**config.mk**
```make
export PLATFORM = sky130hd
export DESIGN_NAME = register_scoreboard
export DESIGN_NICKNAME = d
export VERILOG_FILES = /design/src/rtl/register_scoreboard.sv
export SDC_FILE = /design/constraint.sdc
export NUM_CORES = 1
export LEC_CHECK = 0
export ABC_AREA = 1
export ABC_CLOCK_PERIOD_IN_PS = 5500
export CAP_MARGIN = 15
export CORE_UTILIZATION = 64
export CTS_CLUSTER_DIAMETER = 150
export DETAILED_ROUTE_END_ITERATION = 12
export GPL_ROUTABILITY_DRIVEN = 0
export PLACE_DENSITY_LB_ADDON = 0.3
export SETUP_SLACK_MARGIN = 0.3
export SLEW_MARGIN = 20
export SYNTH_ARGS = -nofsm -noshare
export SYNTH_HDL_FRONTEND = slang
export SYNTH_SLANG_ARGS = --single-unit
export TNS_END_PERCENT = 1
```
**constraint.sdc**
```tcl
create_clock -name clk -period 5.5 [get_ports clk]
set_clock_uncertainty 0.05 [all_clocks]
set_input_delay 0.55 -clock clk [delete_from_list [all_inputs] [get_ports clk]]
set_output_delay 0.55 -clock clk [all_outputs]
set_load 0.005 [all_outputs]
```
**src/rtl/register_scoreboard.sv**
```systemverilog
// Issue-stage RAW hazard scoreboard: per-register pending-write counters for GPRs,
// FPRs and EFLAGS, decremented by writeback, with a saturating stall-cycle counter.

package register_scoreboard_pkg;
    localparam int NREG  = 16;
    localparam int IDX_W = $clog2(NREG);

    typedef struct packed {
        logic [IDX_W-1:0] d;
        logic [IDX_W-1:0] s;
        logic [IDX_W-1:0] t;
        logic             from_gd;
        logic             from_fd;
        logic             to_gd;
        logic             to_fd;
        logic             from_gs;
        logic             from_fs;
        logic             from_gt;
        logic             from_ft;
        logic             from_ef;
        logic             to_ef;
    } rut_t;
endpackage

module register_scoreboard
    import register_scoreboard_pkg::*;
#(
    parameter int CNT_W = 2
) (
    input  logic             clk,
    input  logic             rst,
    input  logic             clear,
    input  logic             in_valid,
    input  rut_t             rut,
    input  logic             ex_ready,
    output logic             in_ready,
    output logic             hazard,
    input  logic             wb_gd_valid,
    input  logic [IDX_W-1:0] wb_gd_idx,
    input  logic             wb_fd_valid,
    input  logic [IDX_W-1:0] wb_fd_idx,
    input  logic             wb_ef_valid,
    output logic             sb_err,
    output logic [31:0]      stall_cnt
);

    typedef logic [CNT_W-1:0] cnt_t;
    localparam cnt_t CNT_MAX = '1;

    cnt_t gcnt [NREG];
    cnt_t fcnt [NREG];
    cnt_t ecnt;

    logic src_busy;
    logic dst_full;
    logic underflow;
    logic issue;

    // Hazard looks only at registered counters: a writeback unblocks the next cycle.
    always_comb begin
        src_busy = (rut.from_gd && gcnt[rut.d] != '0)
                || (rut.from_fd && fcnt[rut.d] != '0)
                || (rut.from_gs && gcnt[rut.s] != '0)
                || (rut.from_fs && fcnt[rut.s] != '0)
                || (rut.from_gt && gcnt[rut.t] != '0)
                || (rut.from_ft && fcnt[rut.t] != '0)
                || (rut.from_ef && ecnt != '0);
        dst_full = (rut.to_gd && gcnt[rut.d] == CNT_MAX)
                || (rut.to_fd && fcnt[rut.d] == CNT_MAX)
                || (rut.to_ef && ecnt == CNT_MAX);
    end

    always_comb begin
        underflow = (wb_gd_valid && gcnt[wb_gd_idx] == '0)
                 || (wb_fd_valid && fcnt[wb_fd_idx] == '0)
                 || (wb_ef_valid && ecnt == '0);
    end

    assign hazard   = in_valid && (src_busy || dst_full);
    assign in_ready = ex_ready && !hazard;
    assign issue    = in_valid && in_ready;

    // A writeback to an idle counter floors at zero; the issue increment still applies.
    function automatic cnt_t next_cnt(input cnt_t c, input logic inc, input logic dec);
        return c + cnt_t'(inc) - cnt_t'(dec && c != '0);
    endfunction

    // NOTE: counters are individual flops, not a RAM, so every entry is reset explicitly.
    always_ff @(posedge clk) begin
        if (rst) begin
            for (int i = 0; i < NREG; i++) begin
                gcnt[i] <= '0;
                fcnt[i] <= '0;
            end
            ecnt      <= '0;
            sb_err    <= 1'b0;
            stall_cnt <= '0;
        end else begin
            if (clear) begin
                for (int i = 0; i < NREG; i++) begin
                    gcnt[i] <= '0;
                    fcnt[i] <= '0;
                end
                ecnt   <= '0;
                sb_err <= 1'b0;
            end else begin
                for (int i = 0; i < NREG; i++) begin
                    gcnt[i] <= next_cnt(gcnt[i],
                                        issue && rut.to_gd && int'(rut.d) == i,
                                        wb_gd_valid && int'(wb_gd_idx) == i);
                    fcnt[i] <= next_cnt(fcnt[i],
                                        issue && rut.to_fd && int'(rut.d) == i,
                                        wb_fd_valid && int'(wb_fd_idx) == i);
                end
                ecnt <= next_cnt(ecnt, issue && rut.to_ef, wb_ef_valid);
                if (underflow) begin
                    sb_err <= 1'b1;
                end
            end
            if (in_valid && ex_ready && hazard && stall_cnt != '1) begin
                stall_cnt <= stall_cnt + 32'd1;
            end
        end
    end

endmodule

```
After elaboration in Yosys (flattened, before gate mapping):

Memories as Yosys holds them, arrays and structs flattened.
Index checks and enable logic that the tools add are counted.

* register bits: 35
* RAM bits: 64
* input bits: 38
* output and inout bits: 35
* memories kept: 2

* add/subtract/negate cells: 67
* eq/ne operators: 49
* mux-type cells: 72
* bitwise operators: 64
* reduce and logical (&&, ||, !) cells: 177

Memories
* fcnt: depth 16, width 2, rd ports 20, clocked after memory_dff 0, write ports 16, line 51 `cnt_t fcnt [NREG];`
* gcnt: depth 16, width 2, rd ports 20, clocked after memory_dff 0, write ports 16, line 50 `cnt_t gcnt [NREG];`

Operators by type and width (number)
* $mux 2: 64
* $logic_and 1x1->1: 119
* $eq 4x4->1 const B: 24
* $reduce_bool 2->1: 39
* $add 2x1->2: 33
* $sub 2x1->2: 33
* $or 1x1->1: 64
* $eq 4x3->1 const B: 12
* $add 32x1->32 const B: 1
* $ne 32x32->1 const B: 1
* $eq 4x2->1 const B: 6
* $eq 4x1->1 const B: 3
* $logic_not 4->1: 3
* $logic_or 1x1->1: 11
* $mux 1: 8
* $eq 2x2->1 const B: 3
* $logic_not 2->1: 3
* $reduce_or 2->1: 1
* $logic_not 1->1: 1

Logic depth before layout (Yosys ltp):

An unclocked memory read counts as a cell.

* word-level depth: 19
* gate-level depth with buffers: 24
* gate-level depth less buffers: 23

Worst setup path after synthesis:

Ideal clock, no wire load.

* kind: input port to flip-flop
* start: input rut[18] in the netlist's numbering
* end: memory fcnt[2][1] in the netlist's numbering (data pin)
* setup time: 0.260 ns
* arrival time: 2.679 ns
* data required time: 5.190 ns
* path slack: 2.511 ns
* cell stages on the path: 24
* path buffers: 2
* path through: buf_6 buf_6 nand2_1 nand2_1 nand2_1 nand2_1 nand2_1 nand2_1 nor2_1 nand2_1 nand2_1 nand2_1 nor2_2 nand3_2 nand2_2 nand3_2 inv_1 nand3_1 ha_1 inv_1 ha_1 xor2_1 o21ai_0 a21oi_1

RTL lines
* start: declaration: line 34 `input rut_t rut,`
* end: declaration: line 51

Worst setup path after layout:

* start: input rut[18] in the netlist's numbering
* end: output hazard

* longest elaborated chain between the ends: 11
* elaborated cells between the ends (all ways): 20

Ends and longest elaborated chain
* $mem_v2 16x2, on equally long branches
* $reduce_bool 2->1, on equally long branches: line 61, 62
* $logic_and 1x1->1, on equally long branches: line 61, 62
* $logic_or 1x1->1: line 62 `|| (rut.from_fd && fcnt[rut.d] != '0)`
* $logic_or 1x1->1: line 63 `|| (rut.from_gs && gcnt[rut.s] != '0)`
* $logic_or 1x1->1: line 64 `|| (rut.from_fs && fcnt[rut.s] != '0)`
* $logic_or 1x1->1: line 65 `|| (rut.from_gt && gcnt[rut.t] != '0)`
* $logic_or 1x1->1: line 66 `|| (rut.from_ft && fcnt[rut.t] != '0)`
* $logic_or 1x1->1: line 67 `|| (rut.from_ef && ecnt != '0);`
* $logic_or 1x1->1 *: line 79 `assign hazard = in_valid && (src_busy || dst_full);`
* $logic_and 1x1->1 *: line 79
* end: declaration: line 37 `output logic hazard,`

Every way passes the cells marked *; elsewhere a longest branch is shown, timed or not.

==> Flow_metrics.wiki <==
{| class="wikitable"
! Metric !! Value
|-
| Library cell contributing the largest single delay on the critical path || sky130_fd_sc_hd__clkdlybuf4s50_1
|-
| Max Root-Sink Buffers || 2
|-
| VDD IR max || roughly 0.15 mV
|-
| Class of the worst hold path || flip-flop to flip-flop
|-
| Critical path start-end classification || input port to output port
|-
| Nets || between 1,000 and 1,500
|-
| Cell type with the highest occurrence count on the critical path || sky130_fd_sc_hd__nand2_1
|-
| IO buf count || 72
|-
| Share of post-route cells with drive strength above 1 || 4.49%
|-
| Endpoint class of the critical path || output port
|-
| Launching element of the worst setup path || rut[18]
|-
| Reg2reg end || fcnt[5][1]
|-
| Path depth of the worst reg2reg path || 16
|-
| Most instantiated library cell after synthesis || sky130_fd_sc_hd__nand2_1
|-
| List of cells traversed by the critical path || clkdlybuf4s50_1, buf_4, nand2_1, o21ai_1, nand2_1, nand2_1, nand2_1, nand2_1, inv_2, nand2_1, nor2_1, nor2_1, nor2_1, nand3_2, nand2_2, inv_1, clkdlybuf4s50_1
|-
| Share of the clock period used by the worst path after layout || between 70% and 80%
|-
| Netlist area before placement || between 8000 and 9000 sq um
|-
| Cts repair resizes || 0
|-
| Largest cells by area after synthesis || sky130_fd_sc_hd__edfxtp_1 21%, sky130_fd_sc_hd__nand2_1 17%, sky130_fd_sc_hd__ha_1 9.8%, sky130_fd_sc_hd__dfxtp_1 9.1%, sky130_fd_sc_hd__inv_1 7.4%
|-
| Top-area cell type share of the netlist area || a little over a fifth
|-
| Detailed-route DRC error count || 0
|-
| Signal arrival time at the worst endpoint || approximately 3.5 ns
|-
| Worst-path fanout max || 33
|-
| Upper clock frequency limit || 245 MHz
|-
| CTS root buf || sky130_fd_sc_hd__clkbuf_16
|-
| Antenna violations before repair || 0
|-
| Detailed Route WL || ~24,000 um
|-
| CTS clock-pin slew for the worst setup and hold paths || about 0.070 ns
|-
| Seq/Total Area, Yosys || roughly 30%
|-
| Flops & latches, synth || 99
|-
| Via count of the first global-routing pass || about 8,000
|-
| I/O pins || 73
|-
| # rows || 41
|-
| Distinct cells, synth || 32
|-
| Shortest period the worst path allows || 4.08 ns
|-
| Measured slew at the worst slew-check pin || between 1 and 1.5 ns
|-
| Inserted Clock Buffers || 9
|-
| Top cell type by total area after synthesis || sky130_fd_sc_hd__edfxtp_1
|-
| Endpoint of the worst setup timing path || hazard
|-
| Yosys Warn Count || 0
|-
| Worst min-delay path startpoint || stall_cnt[31]
|-
| Source-to-sink clock delay at the later pin of the worst-skew pair || between 0.3 and 0.4 ns
|-
| Global route overflow || 0
|-
| Met1 WL || roughly 9500 um
|-
| Number of fill cells || just over 1,000
|-
| Reg2Reg Launch Point || fcnt[6][1]
|-
| Post-synth top cells || 381 x sky130_fd_sc_hd__nand2_1, 169 x sky130_fd_sc_hd__inv_1, 137 x sky130_fd_sc_hd__nor2_1, 67 x sky130_fd_sc_hd__ha_1, 66 x sky130_fd_sc_hd__a21oi_1
|-
| Top routing layer used || met4
|-
| Violation count after the first detailed-routing iteration || roughly 880
|-
| Max stage delay on crit path || between 0.7 and 0.8 ns
|-
| Starting density of the core || about two thirds
|-
| Post-Route Hold Slack || roughly 0.44 ns
|-
| Max H-tree Level || 3
|-
| Vertical die dimension || 118 um
|-
| Post-synthesis area per instance || ~6.7 sq um
|-
| Buffer count from post-CTS setup fixing || 0
|-
| Via count normalized by instance count || ~5.6
|-
| Clock net sink count || a little under 100
|-
| Core Region || 12,800 sq um
|-
| Maximum capacitance violations || 0
|-
| Number of flops mapped to enable cells by yosys || 60
|-
| Status || finished clean
|-
| Chip width || about 120 um
|-
| Routed wire length on met2 || roughly 11,000 um
|-
| Number of hold-repair buffers added at the cts stage || 0
|-
| Setup repair after global routing missed its margin || false
|-
| Number of endpoints failing setup at the final stage || 0
|-
| Via count || ~9,000
|-
| Most used flip-flop cell after synthesis || sky130_fd_sc_hd__edfxtp_1
|-
| Number of nets with antenna violations after routing || 0
|-
| Setup total negative slack || 0 ns
|-
| Layout-stage area growth over the synthesis result || 14.7%
|-
| Routed wire length per instance || around 15 um
|-
| Clock tree from TritonCTS || done
|-
| Wire length of the first global-routing pass || around 39,000 um
|-
| Ant diodes || 0
|-
| Detailed Place HPWL || ~18,000 um
|-
| Pwr Density || between 150 and 200 nW/um^2
|-
| Overall routing resource usage || roughly a third
|-
| Synthesized instance count || around 1,300
|-
| CP startpoint kind || input port
|-
| Setup slack on the worst flop-to-flop path || 2.08 ns
|-
| Length of the first detailed-routing pass in iterations || 7
|-
| Number of failing hold endpoints at the final stage || 0
|-
| Area of the die || 13,800 sq um
|-
| CP Data Required Time || between 4 and 5 ns
|-
| Share of flip-flops with an asynchronous set or reset || 0%
|-
| Met3 WL post-DR || roughly 2300 um
|-
| Pin count of the biggest net entering global routing || 35
|-
| Post-route total power || between 0.0015 and 0.002 W
|-
| LEAKAGE || approximately 4.8 nW
|-
| Worst slew margin relative to its limit || between 30% and 40%
|-
| Max-slew violations || 0
|}
## critical path: cells and delay by family
kind	cells	cell delay, ns
AO/OA/AOI/OAI	1	0.10
buffers and inverters	5	1.94
AND/OR/NAND/NOR	11	0.86
## state kept, by name, summed over array words and instances, names as in the netlist
register	cells
stall_cnt	32
sb_err	1
fcnt	32
ecnt	2
gcnt	32
## power by group
group / total, W / switching [W] / leakage [nW] / internal, W
registers: 0.000841 / 0.0000270 / 0.932 / 0.000814
logic: 0.000328 / 0.000222 / 3.71 / 0.000106
clock network: 0.000617 / 0.000304 / 0.138 / 0.000313
## through the flow
| stage | setup slack [ns] | util, % | cell area, sq um | std cells |
|---|---|---|---|---|
| global route | 1.17 | 76.6 | 9820 | 1553 |
| detailed placement | 1.11 | 74.4 | 9550 | 1537 |
| CTS | 1.48 | 76.6 | 9820 | 1553 |
| global placement | 1.33 | 74.4 | 9550 | 1537 |
| finish | 1.42 | 76.6 | 9820 | 1553 |
| floorplan | 2.51 | - | 8780 | 1329 |
## how the worst min path moves through the flow
stage / end / slack, ns / depth (start not counted)
after detailed placement: sb_err / 0.43 / 2
after global placement: ecnt[1] / 0.41 / 1
after CTS: stall_cnt[31] / 0.44 / 2
after global routing: stall_cnt[31] / 0.45 / 2
after floorplan: ecnt[1] / 0.39 / 1
final: stall_cnt[31] / 0.44 / 2
## kinds of logic (layout without fill, tap and decap cells)
| logic type | after synthesis | in the layout | share of synthesized area (%) |
|---|---|---|---|
| and+or+nand+nor | 671 | 671 | 34.0 |
| buffers and inverters | 224 | 276 | 10.7 |
| AOI/OAI and AO/OA | 143 | 143 | 8.58 |
| DFF | 99 | 99 | 30.2 |
| adders and majority gates | 67 | 67 | 9.79 |
| xor gates and xnor gates | 65 | 65 | 6.65 |
| other | 1 | 60 | 0.0438 |
## cell usage in the layout (no fill, tap or decap), drive strengths merged
cell type and n:
nor4 9, nor3 61, ha 67, xor2 61
clkbuf 10, o31ai 1, o41ai 1, nand2 382
a41oi 2, clkdlybuf4s50 72, buf 10, a31oi 1
xnor2 4, nand4 43, nand3 37, dfxtp 39
o22ai 3, a21oi 66, inv 181, conb 60
nor2 139, clkinv 3, o21ai 69, edfxtp 60
## layout make-up
class                      count  area, sq um  share of cell area, %
timing repair buffer          82          796                   8.10
sequential                    99         2580                   26.3
multi-input combinational   1006         5280                   53.8
clock buffer                  10          229                   2.33
tap                          172          215                   2.19
clock inverter                 6         45.0                  0.459
inverter                     178          668                   6.80
## routing by layer
layer,global-route usage (%),vias to the layer above
met5,0,-
met4,17.1,0
met3,7.46,91
met2,55.7,469
met1,44.1,3942
li1,-,4254
Power figures use the tool's default switching activity.
